<file path="src/rtl/hazard_ctrl_if.sv">
// Hazard-control bundle between the pipeline (master) and hazard_ctrl (slave).
// HAZARD_PERF_CNT_EN adds the stall/flush performance counter outputs.
interface hazard_ctrl_if #(
    parameter int REG_ADDR_W = 5
);
    logic [REG_ADDR_W-1:0] id_rs1;
    logic [REG_ADDR_W-1:0] id_rs2;
    logic                  id_rs1_used;
    logic                  id_rs2_used;
    logic [REG_ADDR_W-1:0] ex_rd;
    logic                  ex_mem_read;
    logic                  ex_branch_tkn;
    logic                  imem_ready;
    logic                  dmem_busy;

    logic                  pc_freeze;
    logic                  ifid_freeze;
    logic                  ifid_flush;
    logic                  idex_flush;
    logic [1:0]            state_o;
`ifdef HAZARD_PERF_CNT_EN
    logic [31:0]           stall_cnt;
    logic [31:0]           flush_cnt;

    modport master (
        output id_rs1, id_rs2, id_rs1_used, id_rs2_used, ex_rd, ex_mem_read,
               ex_branch_tkn, imem_ready, dmem_busy,
        input  pc_freeze, ifid_freeze, ifid_flush, idex_flush, state_o,
               stall_cnt, flush_cnt
    );
    modport slave (
        input  id_rs1, id_rs2, id_rs1_used, id_rs2_used, ex_rd, ex_mem_read,
               ex_branch_tkn, imem_ready, dmem_busy,
        output pc_freeze, ifid_freeze, ifid_flush, idex_flush, state_o,
               stall_cnt, flush_cnt
    );
`else
    modport master (
        output id_rs1, id_rs2, id_rs1_used, id_rs2_used, ex_rd, ex_mem_read,
               ex_branch_tkn, imem_ready, dmem_busy,
        input  pc_freeze, ifid_freeze, ifid_flush, idex_flush, state_o
    );
    modport slave (
        input  id_rs1, id_rs2, id_rs1_used, id_rs2_used, ex_rd, ex_mem_read,
               ex_branch_tkn, imem_ready, dmem_busy,
        output pc_freeze, ifid_freeze, ifid_flush, idex_flush, state_o
    );
`endif
endinterface

</file>
<file path="src/rtl/hazard_ctrl.sv">
// Pipeline sequencer: freeze/flush of PC, IF/ID and ID/EX for the 5-stage core.
// Optional HAZARD_PERF_CNT_EN adds free-running stall and flush cycle counters.
module hazard_ctrl #(
    parameter int REG_ADDR_W   = 5,
    parameter int FLUSH_CYCLES = 1
) (
    input logic          clk,
    input logic          rst,
    hazard_ctrl_if.slave hz
);
    typedef enum logic [1:0] {
        RUN       = 2'd0,
        BR_FLUSH  = 2'd1,
        IF_WAIT   = 2'd2,
        MEM_STALL = 2'd3
    } state_e;

    localparam logic [1:0] CNT_INIT = 2'(FLUSH_CYCLES - 1);

    state_e     state_q, state_d, eval_state;
    logic [1:0] cnt_q, cnt_d;
    logic       load_use, take_branch;
    logic       pc_freeze, ifid_freeze, ifid_flush, idex_flush;

    assign load_use = hz.ex_mem_read && (hz.ex_rd != {REG_ADDR_W{1'b0}}) &&
                      ((hz.id_rs1_used && (hz.id_rs1 == hz.ex_rd)) ||
                       (hz.id_rs2_used && (hz.id_rs2 == hz.ex_rd)));

    always_comb begin
        // NOTE: every variable gets a default before the case so no path infers a latch.
        state_d     = state_q;
        cnt_d       = cnt_q;
        take_branch = 1'b0;
        pc_freeze   = 1'b0;
        ifid_freeze = 1'b0;
        ifid_flush  = 1'b0;
        idex_flush  = 1'b0;

        // A released memory stall is handled by the RUN rules in the same cycle.
        eval_state = (state_q == MEM_STALL && !hz.dmem_busy) ? RUN : state_q;

        unique case (eval_state)
            RUN: begin
                state_d = RUN;
                if (hz.dmem_busy) begin
                    pc_freeze   = 1'b1;
                    ifid_freeze = 1'b1;
                    state_d     = MEM_STALL;
                end else if (hz.ex_branch_tkn) begin
                    take_branch = 1'b1;
                end else if (load_use) begin
                    pc_freeze   = 1'b1;
                    ifid_freeze = 1'b1;
                    idex_flush  = 1'b1;
                end else if (!hz.imem_ready) begin
                    pc_freeze  = 1'b1;
                    ifid_flush = 1'b1;
                    state_d    = IF_WAIT;
                end
            end
            BR_FLUSH: begin
                if (hz.dmem_busy) begin
                    pc_freeze   = 1'b1;
                    ifid_freeze = 1'b1;
                end else if (hz.ex_branch_tkn) begin
                    take_branch = 1'b1;
                end else begin
                    ifid_flush = 1'b1;
                    cnt_d      = cnt_q - 2'd1;
                    if (cnt_q == 2'd1) state_d = RUN;
                end
            end
            IF_WAIT: begin
                if (hz.dmem_busy) begin
                    pc_freeze   = 1'b1;
                    ifid_freeze = 1'b1;
                    state_d     = MEM_STALL;
                end else if (hz.ex_branch_tkn) begin
                    take_branch = 1'b1;
                end else if (!hz.imem_ready) begin
                    pc_freeze  = 1'b1;
                    ifid_flush = 1'b1;
                end else begin
                    state_d = RUN;
                end
            end
            MEM_STALL: begin
                pc_freeze   = 1'b1;
                ifid_freeze = 1'b1;
            end
            default: state_d = RUN;
        endcase

        if (take_branch) begin
            ifid_flush = 1'b1;
            idex_flush = 1'b1;
            cnt_d      = CNT_INIT;
            state_d    = (FLUSH_CYCLES > 1) ? BR_FLUSH : RUN;
        end
    end

    // NOTE: sequential state uses non-blocking assignments so all registers update together.
    always_ff @(posedge clk) begin
        if (rst) begin
            state_q <= RUN;
            cnt_q   <= 2'd0;
        end else begin
            state_q <= state_d;
            cnt_q   <= cnt_d;
        end
    end

    // Reset silences every output at once, aborting any pending flush or wait.
    assign hz.pc_freeze   = pc_freeze && !rst;
    assign hz.ifid_freeze = ifid_freeze && !rst;
    assign hz.ifid_flush  = ifid_flush && !ifid_freeze && !rst;
    assign hz.idex_flush  = idex_flush && !rst;
    assign hz.state_o     = rst ? 2'd0 : state_q;

`ifdef HAZARD_PERF_CNT_EN
    logic [31:0] stall_cnt_q, flush_cnt_q;

    always_ff @(posedge clk) begin
        if (rst) begin
            stall_cnt_q <= 32'd0;
            flush_cnt_q <= 32'd0;
        end else begin
            if (pc_freeze) stall_cnt_q <= stall_cnt_q + 32'd1;
            if (ifid_flush && !ifid_freeze) flush_cnt_q <= flush_cnt_q + 32'd1;
        end
    end

    assign hz.stall_cnt = stall_cnt_q;
    assign hz.flush_cnt = flush_cnt_q;
`endif
endmodule

</file>
<file path="src/flat_wrapper.sv">
// flat-port wrapper written by rule: the top's interface ports become plain ports
module hazard_ctrl_flat 
#(
    parameter int REG_ADDR_W   = 5,
    parameter int FLUSH_CYCLES = 1
)
  (clk, rst, hz_id_rs1, hz_id_rs2, hz_id_rs1_used, hz_id_rs2_used, hz_ex_rd, hz_ex_mem_read, hz_ex_branch_tkn, hz_imem_ready, hz_dmem_busy, hz_pc_freeze, hz_ifid_freeze, hz_ifid_flush, hz_idex_flush, hz_state_o);
  hazard_ctrl_if #(.REG_ADDR_W(REG_ADDR_W)) hz_i ();
  input logic clk;
  input logic rst;
  input wire logic [$bits(hz_i.id_rs1)-1:0] hz_id_rs1;
  input wire logic [$bits(hz_i.id_rs2)-1:0] hz_id_rs2;
  input wire logic [$bits(hz_i.id_rs1_used)-1:0] hz_id_rs1_used;
  input wire logic [$bits(hz_i.id_rs2_used)-1:0] hz_id_rs2_used;
  input wire logic [$bits(hz_i.ex_rd)-1:0] hz_ex_rd;
  input wire logic [$bits(hz_i.ex_mem_read)-1:0] hz_ex_mem_read;
  input wire logic [$bits(hz_i.ex_branch_tkn)-1:0] hz_ex_branch_tkn;
  input wire logic [$bits(hz_i.imem_ready)-1:0] hz_imem_ready;
  input wire logic [$bits(hz_i.dmem_busy)-1:0] hz_dmem_busy;
  output wire logic [$bits(hz_i.pc_freeze)-1:0] hz_pc_freeze;
  output wire logic [$bits(hz_i.ifid_freeze)-1:0] hz_ifid_freeze;
  output wire logic [$bits(hz_i.ifid_flush)-1:0] hz_ifid_flush;
  output wire logic [$bits(hz_i.idex_flush)-1:0] hz_idex_flush;
  output wire logic [$bits(hz_i.state_o)-1:0] hz_state_o;
  assign hz_i.id_rs1 = hz_id_rs1;
  assign hz_i.id_rs2 = hz_id_rs2;
  assign hz_i.id_rs1_used = hz_id_rs1_used;
  assign hz_i.id_rs2_used = hz_id_rs2_used;
  assign hz_i.ex_rd = hz_ex_rd;
  assign hz_i.ex_mem_read = hz_ex_mem_read;
  assign hz_i.ex_branch_tkn = hz_ex_branch_tkn;
  assign hz_i.imem_ready = hz_imem_ready;
  assign hz_i.dmem_busy = hz_dmem_busy;
  assign hz_pc_freeze = hz_i.pc_freeze;
  assign hz_ifid_freeze = hz_i.ifid_freeze;
  assign hz_ifid_flush = hz_i.ifid_flush;
  assign hz_idex_flush = hz_i.idex_flush;
  assign hz_state_o = hz_i.state_o;
  hazard_ctrl #(.REG_ADDR_W(REG_ADDR_W), .FLUSH_CYCLES(FLUSH_CYCLES)) u_core (.clk(clk), .rst(rst), .hz(hz_i));
endmodule
</file>
<file path="config.mk">
export PLATFORM = sky130hd
export DESIGN_NAME = hazard_ctrl_flat
export DESIGN_NICKNAME = d
export VERILOG_FILES = /design/src/rtl/hazard_ctrl_if.sv /design/src/rtl/hazard_ctrl.sv /design/src/flat_wrapper.sv
export SDC_FILE = /design/constraint.sdc
export NUM_CORES = 1
export LEC_CHECK = 0
export ABC_CLOCK_PERIOD_IN_PS = 3200
export BUFFER_PORTS_ARGS = -buffer_cell sky130_fd_sc_hd__buf_2
export CAP_MARGIN = 0
export CELL_PAD_IN_SITES_DETAIL_PLACEMENT = 0
export CELL_PAD_IN_SITES_GLOBAL_PLACEMENT = 1
export CORE_UTILIZATION = 32
export DETAILED_ROUTE_END_ITERATION = 8
export PLACE_DENSITY_LB_ADDON = 0.1
export SLEW_MARGIN = 20
export SYNTH_ARGS = -nofsm -noshare
export SYNTH_HDL_FRONTEND = slang
export SYNTH_SLANG_ARGS = --single-unit
export TNS_END_PERCENT = 1
</file>
<file path="constraint.sdc">
create_clock -name clk -period 3.2 [get_ports clk]
set_input_delay 0 -clock clk [delete_from_list [all_inputs] [get_ports clk]]
set_output_delay 0 -clock clk [all_outputs]
set_load 0.01 [all_outputs]
</file>
---- Word level (Yosys, flattened, before mapping) ----
Cells that the tools add are included.
storage, ports and cells
  input port bits ......................... 23
  word-level logic and storage cells ...... 78
  flip-flop bits (word level) ............. 4
  output and inout bits ................... 6
operators by class
  reduce and logical (&&, ||, !) cells .... 22
  $add $sub $neg .......................... 1
  bitwise operators ....................... 2
  equal/unequal tests ..................... 12
  mux-type cells .......................... 39
operators by type and width
  operator             number
  $mux 2               12
  $mux 1               23
  $eq 5x5->1           2
  $logic_and 1x1->1    10
  $eq 2x2->1 const B   3
  $ne 3x3->1 const B   2
  $pmux 1 s3           2
  $pmux 2 s3           1
  $reduce_and 6->1     1
  $reduce_bool 5->1    1
  $eq 2x1->1 const B   2
  $ne 2x2->1 const B   2
  $pmux 1 s4           1
  $reduce_or 2->1      2
  $logic_not 1->1      3
  $reduce_and 3->1     1
  $reduce_bool 3->1    1
  $reduce_or 3->1      1
  $logic_not 2->1      1
  $ne 2x1->1 const B   1
  $not 1->1            2
  $sub 2x1->2 const B  1
  $logic_or 1x1->1     1

---- Depth between registers and ports, before layout ----
Gate-level depths: netlist of the first run.
  depth after elaboration ................. 11
  gate-level depth with buffers ........... 9
  depth with buffers taken out ............ 9

---- Worst setup path before layout of the first run ----
Ideal clock, no wire load.
  path kind ............................... reg-to-output
  from .................................... register u_core.state_q[1]
  to ...................................... output hz_ifid_freeze
  path slack .............................. 1296 ps
  data required time ...................... 3200 ps
  buffers on the path ..................... 0
  arrival ................................. 1904 ps
  cell stages (with the launch flop) ...... 10
  cells stage by stage .................... dfxtp_1 -> inv_1 -> o21ai_0 -> inv_1 -> ha_1 -> inv_1 -> a211oi_1 -> nor2_1 -> or4b_1 -> o21ai_1
on the way
  cells in the longest elaborated chain, start to end .. 7
  elaborated cells on any way between the ends .. 10
  classes of those cells .................. 4 x eq/ne; 2 x mux; 4 x reduce/logical
ends and longest elaborated chain
  what                                      line                RTL
  start, declared                           hazard_ctrl.sv:20   state_e state_q, state_d, eval_state;
  start signal, assigned                    hazard_ctrl.sv:108  state_q <= state_d;
  $eq 2x2->1                                hazard_ctrl.sv:40   eval_state = (state_q == MEM_STALL && !hz.dmem_busy) ? RUN : state_q;
  $logic_and 1x1->1                         hazard_ctrl.sv:40
  $mux 2 *                                  hazard_ctrl.sv:40
  $eq 2x1->1 or $eq 2x2->1 (tied branches)  hazard_ctrl.sv:42   unique case (eval_state)
  $reduce_or 2->1 (no source line)          n/a
  $pmux 1 s3 *                              hazard_ctrl.sv:42
  $logic_and 1x1->1 *                       hazard_ctrl.sv:115  assign hz.ifid_freeze = ifid_freeze && !rst;
  end, declared                             flat_wrapper.sv:21  output wire logic [$bits(hz_i.ifid_freeze)-1:0] hz_ifid_freeze;
Every way passes the cells marked *; elsewhere a longest branch is shown, timed or not.

---- Final worst setup path of the first run ----
Ends and elaborated chain as after synthesis.

==> run metrics, run 1 <==
status finished clean; number of synthesized flops with an enable pin 0; drt drc 0; die width between 40 and 50 um; CP Capture Type primary output; synthesized flop and latch total 4; Pwr per Cell Area 290 nW/um^2; vias per cell 4.92; leakage 0.000365 uW; Final Hold Viols 0; share of the synthesized area in the top cell type 13.8%; overall routing resource usage 17.8%; setup_tns 0 ns; kind of critical path flip-flop to primary output; Power Total 216 uW; mean routed wirelength per cell 10.6 um; CTS Buf Count 3; library cells used by synthesis 33; Pre-antenna DRT Iters 4; WP data required about 3.2 ns; max cap viols 0; I/O pins 29; Post-Syn Area roughly 580 um^2; first-pass GRT wire length 2.66 mm; GP Congestion around 0.76; type of origin of the critical path flip-flop; Clock Latency Late Sink 0.24 ns; CP Data Arrival Time 2.46 ns; drt total wl between 1 and 1.5 mm; synth top area cells dfxtp_1 (14%), xor2_1 (12%), ha_1 (11%); hpwl dp 1.22 mm; yosys synthesis warning count 0; vias 655; Syn Nets about 110; TritonCTS clock tree built; Synth top cells by count inv_1 (11), nor2_1 (9), xor2_1 (8), o21ai_0 (7), a21oi_1 (6); RSZ-0062 raised after global routing false; asr flop ratio synth 0%; RR Startpoint u_core.state_q[1]$_SDFFE_PP0P_; worst slack, placed 0.976 ns; Root Buffer clkbuf_4; DIE AREA roughly 2000 um^2; Post-Syn Instances 80; largest net degree at the start of global routing 12; clock transition at the registers of the reported paths 0.04 ns; largest area contributor in the synthesized netlist dfxtp_1; synth-to-layout area growth 28.4%; Core Box Area 1710 um^2; average cell area after synthesis ~7.3 um^2; clk_skew between 0.0015 and 0.002 ns; final antenna-violating net count 0; PortBufs 28; First DRT Iteration DRCs 9; Tcrit/Tclk final 76.9%; number of antenna violations at the first check in global routing 0; final setup fails 0; hold path startpoint rst; most frequent cell after synthesis inv_1; worst-case clock buffer depth 2; max-slew violations 0; CP Max Fanout 4; gr ovfl total 0; Worst-Margin Slew 0.516 ns; fin nets 138; fmax 406 MHz; Starting Density 34.1%; Die H 44.6 um; layout cell share with drive strength beyond 1 31.5%; Rows 15; VDD IR max 0.000182 V; n_diodes 0; postcts setup bufs 0; Clock Sinks 4; worst setup margin about 0.74 ns; CTS Hold Bufs 0; post-synthesis sequential area ratio 13.8%; Setup crit start u_core.state_q[1]$_SDFFE_PP0P_; number of global-route vias before repair 646; H-Tree Depth 1; Hold WC Path Type input port to flip-flop; min cycle time layout ~2.5 ns; Resize count post-CTS 0; final core utilization 43.7%; Max-slew headroom between 60% and 70%; ys flop type dfxtp_1
-- worst max-delay path: stages (launching register included) --
cell and delay (ns):
dfxtp_1 0.34, inv_1 0.06, o21ai_0 0.41, inv_1 0.13, ha_1 0.36, inv_1 0.10
a211oi_1 0.08, nor2_1 0.12, or4b_1 0.43, o21ai_1 0.08, buf_2 0.14
-- placed cells by master, fill, tap and decap left out, drive strengths merged, types with 2 or more instances in the layout --
cell	n
a21oi	6
nand2	2
nor4	3
inv	11
o21ai	9
ha	5
xnor2	2
buf	28
nor2	9
clkbuf	3
dfxtp	4
xor2	8
o31ai	2
-- logic make-up after synthesis --
family	synth area share, %
compound gates	25.8
simple gates	22.6
buf+inv	12.0
xor+xnor	15.1
fa+ha+maj	10.8
flops	13.8
-- area by class of cell --
| type | instances | area (um^2) |
|---|---|---|
| tap | 25 | 31.3 |
| timing repair buffer | 28 | 140 |
| multi-input combinational | 62 | 432 |
| sequential | 4 | 80.1 |
| inverter | 11 | 41.3 |
| clock buffer | 3 | 22.5 |
| fill | 192 | 961 |
-- through the flow --
stage,hold WS [ns],cell area (um^2),cells
6_report,0.0581,747,133
5_1_grt,0.0698,747,133
4_1_cts,0.0513,747,133
3_5_place_dp,0.301,724,130
3_3_place_gp,0.304,724,130
2_1_floorplan,0.155,582,80
-- sequential cells by signal, summed over array words and instances, names as in the netlist --
name and cells:
u_core.cnt_q 2, u_core.state_q 2
-- final timing paths --
kind                                    endpoint  slack, ns  cells past startpoint
hold reg to reg     u_core.cnt_q[1]$_SDFFE_PP0P_       0.47                      2
hold / removal      u_core.cnt_q[1]$_SDFFE_PP0P_       0.06                      2
setup / recovery                  hz_ifid_freeze       0.74                     10
setup reg to reg  u_core.state_q[1]$_SDFFE_PP0P_       0.95                      9
-- report_power, final --
part	switching [uW]	total [uW]	internal (uW)
Sequential	2.30	56.1	53.8
Clock	21.0	63.0	42.0
Combinational	56.2	97.4	41.1
-- per-layer routing --
layer  wire length, um  vias to the layer above  GRT usage [%]
li1                  -                      343              -
met1               646                      289           23.1
met2               690                       23           30.3
met3                76                        0           6.12
met4                 0                        0              0
met5                 0                        -              0
(Power assumes the default switching activity.)
==> run 2, diff against run 1 <==
- ABC_CLOCK_PERIOD_IN_PS: 3200 -> 2400
- CORE_UTILIZATION: 32 -> 30
- clock period: 3.2 -> 2.4 ns (I/O delays scaled with it)
==> run metrics, run 2 (synthesized netlist as in run 1, its figures left out) <==
RR Startpoint u_core.state_q[0]$_SDFFE_PP0P_; final antenna-violating net count 0 (unchanged); hold path startpoint rst; Tcrit/Tclk final between 90% and 100%; DIE AREA 2120 um^2 (+6.4%); First DRT Iteration DRCs 22 (+13); Clock Sinks 4 (unchanged); WHS Endpoint u_core.cnt_q[0]$_SDFFE_PP0P_; CTS Buf Count 3 (unchanged); first-pass GRT wire length 2.25 mm (-15%); drt drc 0 (unchanged); CP Max Fanout 3 (-1); min cycle time layout about 2.2 ns; Core Box Area 1760 um^2 (+3.3%); Design Area, Final 754 um^2 (+1.0%); Hold WC Path Type input port to flip-flop; critical-path cell list inv_1 > o21ai_0 > ha_1 > inv_1 > a211oi_1 > nor2_1 > or4b_1 > o21ai_1 > buf_2; I/O pins 29 (unchanged); Starting Density 33.0% (-1.1 points); Cells after DPL 131 (+0.77%); Rows 15 (unchanged); final setup fails 0 (unchanged); type of origin of the critical path flip-flop; RSZ-0062 raised after global routing false; critical path's slowest cell or4b_1; Non-Filler Instances 134 (+0.75%); clk_skew 0.00612 ns (+0.00444 ns); Pwr per Cell Area 384 nW/um^2 (+33%); commonest non-fill, non-tap cell in the layout buf_2; CP Data Arrival Time 2.21 ns (-0.25 ns); DP Area 732 um^2 (+1.0%); fin nets 139 (+0.72%); setup_tns 0 ns (unchanged); kind of critical path flip-flop to primary output; final core utilization 42.8% (-0.97 points); status finished clean; Pre-antenna DRT Iters 4 (unchanged); leakage 0.000370 uW (+1.2%); worst path bufs/invs 3 (-1); most frequent cells in the layout buf_2 (28), inv_1 (11), nor2_1 (9); largest net degree at the start of global routing 12 (unchanged); WP data required 2.40 ns (-0.80 ns); Die H 46.0 um (+3.1%); R2R cell count 9 (unchanged); biggest regs u_core.cnt_q x2, u_core.state_q x2; worst-case clock buffer depth 2 (unchanged); hpwl dp 1.21 mm (-1.1%); WHS Path Cells 2 (unchanged); vias 657 (+0.31%); PortBufs 28 (unchanged); WHS 0.0681 ns (+0.00993 ns); reg2reg end u_core.state_q[1]$_SDFFE_PP0P_; VDD IR max 0.000173 V (-5.2%); FF-to-FF setup slack 0.33 ns (-0.62 ns); Worst-Margin Slew 0.425 ns (-0.0914 ns); overall routing resource usage 14.5% (-3.3 points); drt total wl 1.44 mm (+2.1%); CP peak stage delay 0.43 ns (about the same); Max-slew headroom 71.6% (+6.0 points); CP Capture Type primary output; TritonCTS clock tree built; GP Congestion 0.789 (+4.1%); H-Tree Depth 1 (unchanged); Root Buffer clkbuf_4; Final Hold Viols 0 (unchanged); max-slew violations 0 (unchanged); vias per cell 4.90 (-0.44%); fmax between 400 and 500 MHz; number of global-route vias before repair 529 (-18%); layout cell share with drive strength beyond 1 32.1% (+0.63 points); mean routed wirelength per cell 10.8 um (+1.3%); cell family with most CP delay simple AND/OR/NAND/NOR gates; die width 46.0 um (+3.1%); clock transition at the registers of the reported paths 0.04 ns (about the same); gr ovfl total 0 (unchanged); number of antenna violations at the first check in global routing 0 (unchanged); most frequent CP cell inv_1; synth-to-layout area growth 29.7%; fill count 196 (+2.1%); max cap viols 0 (unchanged); Clock Latency Late Sink 0.23 ns (about the same); n_diodes 0 (unchanged)
run 2: cell count changes in the layout (fill, tap and decap cells not counted), sizes merged:
cell  previous run  this run
buf             28        29
run 2: routing by layer:
metal | part of all wire (%) | global-route usage [%]
met1 | 44 | 20.1
met2 | 45 | 22.5
met5 | 0 | 0
met3 | 11 | 4.37
met4 | 0 | 1.76
run 2: where the power goes:
group | total, uW | internal, uW | switching [uW]
Combinational | 133 | 57.2 | 76.2
Sequential | 74.8 | 71.8 | 3.03
Clock | 81.5 | 55.8 | 25.8
Total | 290 | 185 | 105
run 2: final cells by class:
type                            instances  area (um^2)  share of cell area, %
Tap cell                               25         31.3                   4.15
Timing Repair Buffer                   29          148                   19.6
Multi-Input combinational cell         62          432                   57.2
Sequential cell                         4         80.1                   10.6
Clock buffer                            3         22.5                   2.99
Inverter                               11         41.3                   5.47
run 2: worst max path at each step:
stage / start / endpoint / slack (ns) / cells past startpoint
6_report: u_core.state_q[0]$_SDFFE_PP0P_ / hz_ifid_freeze / 0.19 / 9
5_1_grt: u_core.state_q[0]$_SDFFE_PP0P_ / hz_ifid_freeze / 0.0009 / 9
2_1_floorplan: u_core.state_q[1]$_SDFFE_PP0P_ / hz_ifid_freeze / 0.50 / 9
4_1_cts: u_core.state_q[1]$_SDFFE_PP0P_ / hz_ifid_freeze / 0.16 / 10
3_5_place_dp: u_core.state_q[0]$_SDFFE_PP0P_ / u_core.state_q[1]$_SDFFE_PP0P_ / 0.36 / 9
3_3_place_gp: u_core.state_q[1]$_SDFFE_PP0P_ / hz_ifid_freeze / 0.36 / 10
run 2: through the flow:
stage	setup WS [ns]	power [uW]
detailed placement	0.356	209
CTS	0.158	293
global placement	0.359	210
finish	0.190	290
global route	0.000876	316
floorplan	0.496	163
run 2: timing repair:
item | 4_1_cts | 5_1_grt
hold buffers | 0 | 0
buffers inserted | 0 | 0
resized for setup | 0 | 1
endpoints found under the setup margin | 0 | 1
run 2: worst register-to-register path, stage by stage, from the launching register on:
cell and delay, ns:
dfxtp_1 0.34, inv_1 0.06, o21ai_0 0.31, inv_1 0.12
ha_1 0.27, nor4b_1 0.26, o32ai_1 0.18, nor4_1 0.18
o21ai_0 0.12, a31oi_1 0.17
